===== src/rtl/stage_sequencer.sv =====
// -----------------------------------------------------------------------------
// stage_sequencer
//
// Multicycle stage sequencer for the RISC core. Holds the IF/ID/EX/MEM/WB
// stage register, works out the per-opcode path through the stages, produces
// the IR/PC write strobes for the datapath and counts retired instructions.
//
// Ports
//   clk         in   clock, all state updates on posedge
//   rst         in   synchronous active-high reset
//   OP[5:0]     in   opcode field of the instruction register (valid from ID)
//   imem_ready  in   instruction memory has valid data this cycle
//   dmem_ready  in   data memory access completes this cycle
//   hold        in   freeze sequencing (debug / external stall)
//   state       out  current stage (registered)
//   next_state  out  stage entered at the next posedge (combinational)
//   IRWrite     out  latch the instruction register at the next posedge
//   PCWrite     out  update the PC at the next posedge (end of instruction)
//   illegal_op  out  one-cycle registered pulse after an undefined opcode
//   retired     out  count of completed legal instructions (wraps)
// -----------------------------------------------------------------------------
module stage_sequencer #(
    parameter int CNT_W = 32
) (
    input  logic             clk,
    input  logic             rst,
    input  logic [5:0]       OP,
    input  logic             imem_ready,
    input  logic             dmem_ready,
    input  logic             hold,
    output logic [2:0]       state,
    output logic [2:0]       next_state,
    output logic             IRWrite,
    output logic             PCWrite,
    output logic             illegal_op,
    output logic [CNT_W-1:0] retired
);

    // Stage encoding; 101..111 are unreachable and recover to IF.
    localparam logic [2:0] ST_IF  = 3'b000;
    localparam logic [2:0] ST_ID  = 3'b001;
    localparam logic [2:0] ST_EX  = 3'b010;
    localparam logic [2:0] ST_MEM = 3'b011;
    localparam logic [2:0] ST_WB  = 3'b100;

    // Path classes: each opcode maps onto one of these stage sequences.
    localparam logic [2:0] P_ALU   = 3'd0;  // ID EX WB
    localparam logic [2:0] P_LOAD  = 3'd1;  // ID EX MEM WB
    localparam logic [2:0] P_STORE = 3'd2;  // ID EX MEM
    localparam logic [2:0] P_BR    = 3'd3;  // ID EX
    localparam logic [2:0] P_JMP   = 3'd4;  // ID
    localparam logic [2:0] P_PUSH  = 3'd5;  // ID MEM
    localparam logic [2:0] P_POP   = 3'd6;  // ID MEM WB
    localparam logic [2:0] P_ILL   = 3'd7;  // ID, flagged illegal

    function automatic logic [2:0] decode_path(input logic [5:0] op);
        logic [2:0] p;
        case (op)
            6'b000000, 6'b000001, 6'b000010,
            6'b000011, 6'b000100:             p = P_ALU;
            6'b000101, 6'b000110:             p = P_LOAD;
            6'b000111:                        p = P_STORE;
            6'b001000, 6'b001001,
            6'b001010, 6'b001011:             p = P_BR;
            6'b001100:                        p = P_JMP;
            6'b001101, 6'b001111:             p = P_PUSH;
            6'b001110, 6'b010000:             p = P_POP;
            default:                          p = P_ILL;
        endcase
        return p;
    endfunction

    logic [2:0]       state_q, state_d;
    logic             illegal_op_q, illegal_op_d;
    logic [CNT_W-1:0] retired_q, retired_d;
    logic [2:0]       path;
    logic             ir_write, pc_write, retire;

    assign path = decode_path(OP);

    // State register plus the registered status outputs.
    always_ff @(posedge clk) begin
        if (rst) begin
            state_q      <= ST_IF;
            illegal_op_q <= 1'b0;
            retired_q    <= '0;
        end else begin
            state_q      <= state_d;
            illegal_op_q <= illegal_op_d;
            retired_q    <= retired_d;
        end
    end

    // Next-stage logic. Reset beats hold, hold beats the ready inputs.
    always_comb begin
        state_d = ST_IF;
        case (state_q)
            ST_IF:  state_d = imem_ready ? ST_ID : ST_IF;
            ST_ID: begin
                case (path)
                    P_ALU, P_LOAD, P_STORE, P_BR: state_d = ST_EX;
                    P_PUSH, P_POP:                state_d = ST_MEM;
                    default:                      state_d = ST_IF;
                endcase
            end
            ST_EX: begin
                case (path)
                    P_ALU:           state_d = ST_WB;
                    P_LOAD, P_STORE: state_d = ST_MEM;
                    default:         state_d = ST_IF;
                endcase
            end
            ST_MEM: begin
                if (!dmem_ready)
                    state_d = ST_MEM;
                else if (path == P_LOAD || path == P_POP)
                    state_d = ST_WB;
                else
                    state_d = ST_IF;
            end
            ST_WB:   state_d = ST_IF;
            default: state_d = ST_IF;
        endcase
        if (hold)
            state_d = state_q;
        if (rst)
            state_d = ST_IF;
    end

    // Strobes and the inputs of the status registers.
    always_comb begin
        ir_write = (state_q == ST_IF) && imem_ready && !hold && !rst;
        pc_write = (state_d == ST_IF) && (state_q != ST_IF) && !hold && !rst;
        // Only real stages retire; an undefined opcode leaves ID with PCWrite
        // (so the PC skips it) but must not be counted.
        retire   = pc_write && (state_q <= ST_WB) &&
                   !((state_q == ST_ID) && (path == P_ILL));
        illegal_op_d = (state_q == ST_ID) && (path == P_ILL) && !hold && !rst;
        retired_d    = retire ? retired_q + CNT_W'(1) : retired_q;
    end

    assign state      = state_q;
    assign next_state = state_d;
    assign IRWrite    = ir_write;
    assign PCWrite    = pc_write;
    assign illegal_op = illegal_op_q;
    assign retired    = retired_q;

endmodule


===== config.mk =====
export PLATFORM = sky130hd
export DESIGN_NAME = stage_sequencer
export DESIGN_NICKNAME = d
export VERILOG_FILES = /design/src/rtl/stage_sequencer.sv
export SDC_FILE = /design/constraint.sdc
export NUM_CORES = 1
export LEC_CHECK = 0
export ABC_AREA = 1
export BUFFER_PORTS_ARGS = -buffer_cell sky130_fd_sc_hd__buf_2
export CAP_MARGIN = 40
export CORE_UTILIZATION = 45
export CTS_BUF_LIST = sky130_fd_sc_hd__clkbuf_4 sky130_fd_sc_hd__clkbuf_8 sky130_fd_sc_hd__clkbuf_16
export DETAILED_ROUTE_END_ITERATION = 7
export GPL_TIMING_DRIVEN = 0
export PLACE_DENSITY = 0.67
export SYNTH_ARGS = -nofsm -noshare
export SYNTH_HDL_FRONTEND = slang
export SYNTH_SLANG_ARGS = --single-unit

===== constraint.sdc =====
create_clock -name clk -period 2.5 [get_ports clk]
set_clock_uncertainty 0.1 [all_clocks]
set_input_delay 0.25 -clock clk [delete_from_list [all_inputs] [get_ports clk]]
set_output_delay 0.25 -clock clk [all_outputs]
set_load 0.02 [all_outputs]

# --- After elaboration in Yosys (flattened, before gate mapping) ---
# Memory sizes are Yosys's and may differ from the RTL's.
# Cells that the tools add are included.
word_totals:
  ff_bits: 36
  romBits: 96
  inputBits: 11
  output_inout_bits: 41
  word_cells: 46
  memories: 1
op_classes:
  n_addsub: 1
  magnitude_cmp: 1
  n_eq_ne: 9
  mux: 9
  n_reduce_logical: 22
mem_list:
  columns: ["name", "depth", "width", "read_ports", "rd_clocked_by_memory_dff", "write_ports", "line_no", "rtl"]
  rows:
  - ["(name not given)", 32, 3, 1, 0, 0, "58", "case (op)"]
ops:
  columns: ["cell", "count"]
  rows:
  - ["$add 32x1->32 const B", 1]
  - ["$mux 3", 5]
  - ["$eq 3x2->1 const B", 4]
  - ["$pmux 3 s4", 1]
  - ["$logic_and 1x1->1", 11]
  - ["$eq 3x3->1 const B", 3]
  - ["$logic_not 3->1", 3]
  - ["$eq 3x1->1 const B", 2]
  - ["$pmux 3 s2", 1]
  - ["$pmux 2 s2", 1]
  - ["$reduce_or 2->1", 2]
  - ["$reduce_or 4->1", 1]
  - ["$le 3x3->1 const B", 1]
  - ["$logic_not 1->1", 3]
  - ["$reduce_bool 3->1", 1]
  - ["$logic_or 1x1->1", 1]
  - ["$mux 1", 1]

# --- Longest topological paths before layout ---
# Gate-level depths: netlist of run 1.
# An unclocked memory read counts as a cell.
logic_depth:
  ltp_word: 15
  mapped_depth: 18
  mapped_depth_nobuf: 18

# --- Worst setup path after synthesis of run 1 ---
# Ideal clock, no wire load.
synth_timing:
  kind: "input -> output"
  start: "input OP[0]"
  end: "output PCWrite"
  arrival_time_ns: 1.732
  required_time_ns: 2.150
  path_slack_ns: 0.418
  path_stages: 13
  n_path_buf: 1
  cell_sequence: "inv_1 -> ha_1 -> nand2_1 -> nand2_1 -> nand2_2 -> nand2_2 -> nand3_2 -> nand2_1 -> nand2_1 -> nand3_2 -> a21oi_4 -> buf_6 -> and2_1"
synth_between:
  elab_chain_cells: 13
  word_cells_on_any_way: 23
  classes_between: "eq/ne (5); mux (8); reduce/logical (9); memory (1)"
synth_rtl:
  columns: ["item", "line_no", "rtl"]
  rows:
  - ["from (decl)", "27", "input logic [5:0] OP,"]
  - ["$mem_v2 32x3 *", null, null]
  - ["$mux 3 *", "58", null]
  - ["parallel branches: the longest is 4 deep, another holds $reduce_or 4->1", null, null]
  - ["$pmux 3 s4 *", "97", "case (state_q)"]
  - ["$mux 3 *", "124", "if (hold)"]
  - ["$mux 3 *", "126", "if (rst)"]
  - ["$logic_not 3->1 *", "133", "pc_write = (state_d == ST_IF) && (state_q != ST_IF) && !hold && !rst;"]
  - ["$logic_and 1x1->1 * (3 in a row)", "133", null]
  - ["to (decl)", "34", "output logic PCWrite,"]
# Mark *: on every way between the ends.

# --- Worst setup path after layout of run 1 ---
# Same ends and word-level chain as after synthesis.

==> results of run 1 <==
==> logic make-up after synthesis <==
| logic type | Yosys count | synth area share (%) |
|---|---|---|
| AOI/OAI and AO/OA | 36 | 7.98 |
| xor gates and xnor gates | 30 | 10.2 |
| adders and majority gates | 4 | 1.95 |
| buffers and inverters | 47 | 8.95 |
| DFF | 36 | 28.0 |
| and+or+nand+nor | 226 | 42.9 |
==> final timing paths <==
path / start / endpoint / slack (ps)
worst max register to register: retired[0] / retired[30] / 270
worst max-delay path: OP[0] / PCWrite / 110
worst min register to register: retired[31] / retired[31] / 390
worst min-delay path: rst / state[0] / 140
==> critical path: cells and delay by family <==
family / cells / cell delay (ps)
AO/OA/AOI/OAI: 1 / 290
adder cells (fa/ha/maj): 1 / 280
buffers and inverters: 4 / 490
AND/OR/NAND/NOR: 9 / 700
==> power groups by stage <==
stage / clock [W] / sequential [W] / combinational, W
global route: 0.000490 / 0.000582 / 0.000144
floorplan: 0 / 0.000598 / 0.0000871
global placement: 0 / 0.000595 / 0.000127
CTS: 0.000472 / 0.000582 / 0.000129
finish: 0.000455 / 0.000582 / 0.000129
detailed placement: 0 / 0.000595 / 0.000129
==> cell type report <==
type / instances / area share, %
multi-input combinational: 296 / 53.9
clock buffer: 7 / 3.19
inverter: 30 / 3.73
buffer: 17 / 4.10
timing repair buffer: 50 / 8.28
tap: 72 / 2.98
sequential: 36 / 23.9
==> sequential cells by signal (all words and copies together), names as in the netlist <==
signal,flops
illegal_op,1
retired,32
state,3
==> routing by layer <==
metal	part of all wire, %	global-route usage, %	vias up
li1	-	-	1393
met1	48	32.5	1234
met2	46	38.8	66
met3	3.7	4.00	13
met4	2.1	10.9	0
met5	0	0	-
==> per-stage QoR <==
step                      util [%]  setup slack, ps
final                         54.9              108
after global placement        52.9              121
after global routing          54.9            -31.6
after floorplan                  -              418
after CTS                     54.6             82.7
after detailed placement      52.9             87.0
==> synth_stat cells <==
cell	n	area share [%]
xnor2_1	9	3.1
ha_1	4	1.9
buf_6	6	2.6
a21oi_4	2	1.3
nor4_1	9	2.2
buf_2	7	1.4
inv_1	30	4.4
nor3_1	13	2.5
nor2_1	34	5.0
o21a_1	1	0.29
nand2_1	93	14
nor2_2	1	0.24
nor3b_2	1	0.49
nand3_2	3	1.2
nand3_4	1	0.68
nand3_1	13	2.5
clkbuf_1	4	0.58
xor2_1	21	7.2
nor2_4	1	0.44
and2_1	1	0.24
nand2_2	13	3.2
or2_2	1	0.24
nand4_1	41	10
dfxtp_1	36	28
o21ai_0	1	0.19
nand2_4	1	0.44
a21oi_1	32	6.2
==> what timing repair did <==
item | in CTS | in global routing
setup endpoints to repair | 0 | 3
gates resized for setup | 0 | 4
endpoints found under the hold margin | 0 | 0
==> layout by cell type, fill, tap and decap left out, types with 2 or more instances in the layout <==
cell / Yosys / routed
buf_2: 7 / 56
a21oi_4: 2 / 2
nand4_1: 41 / 41
nand2_1: 93 / 93
nand3_1: 13 / 13
inv_1: 30 / 30
nor4_1: 9 / 8
dfxtp_1: 36 / 36
nor2_1: 34 / 34
clkbuf_1: 4 / 4
xor2_1: 21 / 21
buf_6: 6 / 7
a21oi_1: 32 / 32
nand2_2: 13 / 13
xnor2_1: 9 / 9
nor3_1: 13 / 13
ha_1: 4 / 4
clkbuf_8: 0 / 7
nand3_2: 3 / 3
==> metrics.cfg, run 1 <==
[route]
wire_per_inst_um=13.7
vias=2706
routed_wl_um=6970
firstDrtPassIters=4
dr.first_iter.drc_count=133
drc_errors=0
ant_nets=0
routed_via_density=5.33

[grt]
grt_overflow=0
grt_max_degree=11
antenna_found_initial=0
grt_use_total_pct=24.5
grt_pass1_wl_um=11600
grt_pass1_vias=2423

[final_layout]
register_area_um2=721
syn_to_final_growth_pct=17.5
multi_input_area_um2=1630
fin_area_um2=3020
nFillCells=582
final_nets=451
diodes=0
final_layout_size_suffix_gt1_share_pct=21.8
layoutNonFillerInstCount=508

[placement]
dp_cells=501
gp_congestion=0.960
dpl-instance-area_um2=2910
portBuffers=50
hpwl_um=5450

[timing]
period_minus_slack_ps=2390
max_freq_mhz=418
finalHoldViolCount=0
finalSetupViolations=0
rsz0062_at_grt=yes
finalMaxSlewViolations=0
finalCritPeriodShare_pct=95.7
fin_tns_setup_ps=0
worst_pin_slew_ps=775
slew_headroom_pct=47.9
whs_ps=142

[clocking]
htree_levels=2
cts_root_buffer=clkbuf_8
worstSkewPairLatency_ps=290
numCtsBuffers=5
path_clk_slew_ps=70
max-clock-path-buffers=2
hold_buffers=0
cts_setup_buffers=0
clock_sinks=36
cts_tree=done

[worst_setup_path]
crit_chain=buf_2 -> inv_1 -> ha_1 -> nand2_1 -> nand2_1 -> nand2_2 -> nand2_2 -> nand3_2 -> nand2_1 -> nand2_1 -> nand3_2 -> a21oi_4 -> buf_6 -> and2_1 -> buf_2
endpoint_kind=primary output
startpoint_type=input port
slowest_delay_ps=290
path_max_fanout=10
arrival_ps=2040
crit_path_frequent_cell=nand2_1
slowest_stage=a21oi_4
r2r_cells=7
required_ps=2150
criticalPathCategory=in2out

[synth]
yosysSeqAreaShare_pct=28.0
synth_nets=394
synth.avg_cell_area_um2=6.78
synth.distinct_cells=27
synth-warning-count=0
synth_seq_cells=36
synth_cells=379
synth_area_um2=2570

[power_and_ir_drop]
p_per_area_nw_per_um2=386
p_sw_share_pct=26.0
power_frac_clock_pct=39.0
leakage_nw=1.26
p_seq_share_pct=49.9
power_w=0.00117
p_int_w=0.000863
power.switching_w=0.000303
ir_drop_mv=0.219
combPwrFrac_pct=11.1

[outcome]
outcome=finished clean

[floorplanning]
io_pins=52
die-height_um=77.6
dieArea_um2=6020
initial_core_util_pct=46.7
core_um2=5510
die_w_um=77.6
num_rows=27

[job]
maxCapViolations=0

[worst_hold_path]
hp-class=in2reg
hold_depth=2

Power figures use the tool's default switching activity.
==> run 2, diff against run 1 <==
==> constraint.sdc (replaced) <==
create_clock -name clk -period 2.5 [get_ports clk]
set_clock_uncertainty 0.1 [all_clocks]
set_input_delay 0.5 -clock clk [delete_from_list [all_inputs] [get_ports clk]]
set_output_delay 0.5 -clock clk [all_outputs]
set_load 0.02 [all_outputs]
==> run 2 against run 1 <==
The flow now finishes with violations (design-rule violations, negative setup slack). Sequential share of layout area is 1.3 points lower. Global-route usage increased by 0.52 points. Non-clock buffer count is 4 higher. Combinational power grew 24%. Setup slack lost 140 ps. Flip-flop and latch count stayed put. Hold slack better by 250 ps. Largest cell class unchanged. Largest power group unchanged.
==> metrics.cfg, run 2 (synthesis results as in run 1) <==
[timing]
slew_headroom_pct=47.9  ; about the same
max_freq_mhz=395  ; -5.5%
finalSetupViolations=1  ; +1
worst_pin_slew_ps=776  ; +0.460 ps
finalCritPeriodShare_pct=101  ; +5.5 points
rsz0062_at_grt=yes
layout_setup_ws_ps=-30.5  ; -138 ps
finalHoldViolCount=0  ; unchanged
period_minus_slack_ps=2530  ; +138 ps
finalMaxSlewViolations=0  ; unchanged
whs_ps=388  ; +246 ps
fin_tns_setup_ps=-30.5  ; -30.5 ps

[worst_setup_path]
slowest_stage=ha_4
required_ps=1900  ; -250 ps
slowest_delay_ps=250  ; -40 ps
endpoint_kind=primary output
crit_path_frequent_cell=nand2_2
arrival_ps=1930  ; -110 ps
criticalPathCategory=in2out
startpoint_type=input port
crit_chain=buf_8 -> inv_8 -> ha_4 -> nand2_2 -> nand2_2 -> nand2_4 -> nand2_4 -> nand3_4 -> nand2_2 -> nand2_2 -> nand3_2 -> nand2_1 -> nand2_2 -> nand2_8 -> and2_4 -> buf_6
path_max_fanout=4  ; -6

[clocking]
cts_tree=done
htree_levels=2  ; unchanged
worstSkewPairLatency_ps=290  ; about the same
path_clk_slew_ps=70  ; about the same
cts_root_buffer=clkbuf_8
numCtsBuffers=5  ; unchanged
max-clock-path-buffers=2  ; unchanged
clock_sinks=36  ; unchanged

[route]
dr.first_iter.drc_count=156  ; +17%
ant_nets=0  ; unchanged
firstDrtPassIters=6  ; +2
routed_wl_um=7270  ; +4.3%
drc_errors=2  ; +2
vias=2713  ; +0.26%
routed_via_density=5.29  ; -0.72%
wire_per_inst_um=14.2  ; +3.2%

[placement]
portBuffers=50  ; unchanged
dpl-instance-area_um2=2910  ; about the same
hpwl_um=5400  ; -0.97%
gp_congestion=0.950  ; -1.1%

[final_layout]
final_layout_size_suffix_gt1_share_pct=27.7  ; +5.9 points
fin_util_pct=58.1  ; +3.2 points
diodes=0  ; unchanged
mostFrequentLayoutCell=nand2_1
final_nets=455  ; +0.89%
layout_common_cells=85 x nand2_1, 51 x buf_2, 41 x nand4_1, 36 x dfxtp_1, 34 x nor2_1
syn_to_final_growth_pct=24.3
fin_area_um2=3200  ; +5.8%
largest_reg_flops=32  ; unchanged

[floorplanning]
die-height_um=77.6  ; unchanged
die_w_um=77.6  ; unchanged
dieArea_um2=6020  ; unchanged
initial_core_util_pct=46.7  ; unchanged
num_rows=27  ; unchanged
io_pins=52  ; unchanged
core_um2=5510  ; unchanged

[grt]
antenna_found_initial=0  ; unchanged
grt_overflow=0  ; unchanged
grt_use_total_pct=25.0  ; +0.52 points
grt_pass1_wl_um=11900  ; +2.3%
grt_max_degree=16  ; +5
grt_use_met2_pct=41.2  ; +2.5 points
met1_usage_pct=33.6  ; +1.1 points
grt_pass1_vias=2483  ; +2.5%
met3_usage_pct=3.53  ; -0.47 points
grt.busiest_layer=met2

[worst_hold_path]
hp-class=in2reg

[outcome]
violations=design-rule violations, negative setup slack
outcome=finished with violations

[power_and_ir_drop]
p_per_area_nw_per_um2=376  ; -2.7%
ir_drop_mv=0.228  ; +4.3%
power_w=0.00120  ; +3.0%
leakage_nw=1.31  ; +3.6%

[job]
maxCapViolations=0  ; unchanged

## run 2: cell types whose count changed in the layout (fill, tap and decap cells not counted), sizes merged
cell    delta
clkbuf     +1
buf        +4
## run 2: power breakdown
part / internal, W / switching [W] / total, W
clock network: 0.000247 / 0.000212 / 0.000459
logic: 0.0000565 / 0.000104 / 0.000160
registers: 0.000577 / 0.00000553 / 0.000582
## run 2: routing by layer
metal | share of wire [%] | wire length (um) | vias to the layer above
met4 | 1.2 | 90 | 0
met3 | 4.1 | 300 | 9
met5 | 0 | 0 | -
met2 | 47 | 3420 | 59
met1 | 48 | 3460 | 1253
li1 | - | - | 1392
## run 2: worst paths after layout
check                    from  cells after the start          end  slack, ps
setup / recovery        OP[0]                     16      PCWrite        -30
hold / removal            rst                      2   retired[3]        390
setup reg to reg   retired[0]                      7  retired[30]        290
hold reg to reg   retired[31]                      2  retired[31]        390
## run 2: through the flow
step | cells | setup slack [ps]
floorplan | 379 | 8.51
global placement | 501 | -359
detailed placement | 501 | -404
CTS | 513 | -53.6
global route | 513 | -140
finish | 513 | -30.5
## run 2: critical path: cells and delay by family
family	cells	cell delay, ps
AND/OR/NAND/NOR	12	930
buffers and inverters	3	250
adder cells (fa/ha/maj)	1	250
## run 2: final cells by class
| type | instances | area, um2 |
|---|---|---|
| Sequential cell | 36 | 721 |
| Multi-Input combinational cell | 296 | 1730 |
| Clock buffer | 8 | 97.6 |
| Inverter | 30 | 123 |
| Tap cell | 72 | 90.1 |
| Timing Repair Buffer | 56 | 330 |
| Fill cell | 540 | 2310 |
| Buffer | 15 | 101 |
## run 2: timing repair
| item | in CTS | in global routing |
|---|---|---|
| gates cloned | 0 | 0 |
| pin swaps | 8 | 13 |
| resized for setup | 11 | 31 |
| hold buffers | 0 | 0 |
| endpoints found under the setup margin | 3 | 11 |
| setup buffers | 5 | 1 |
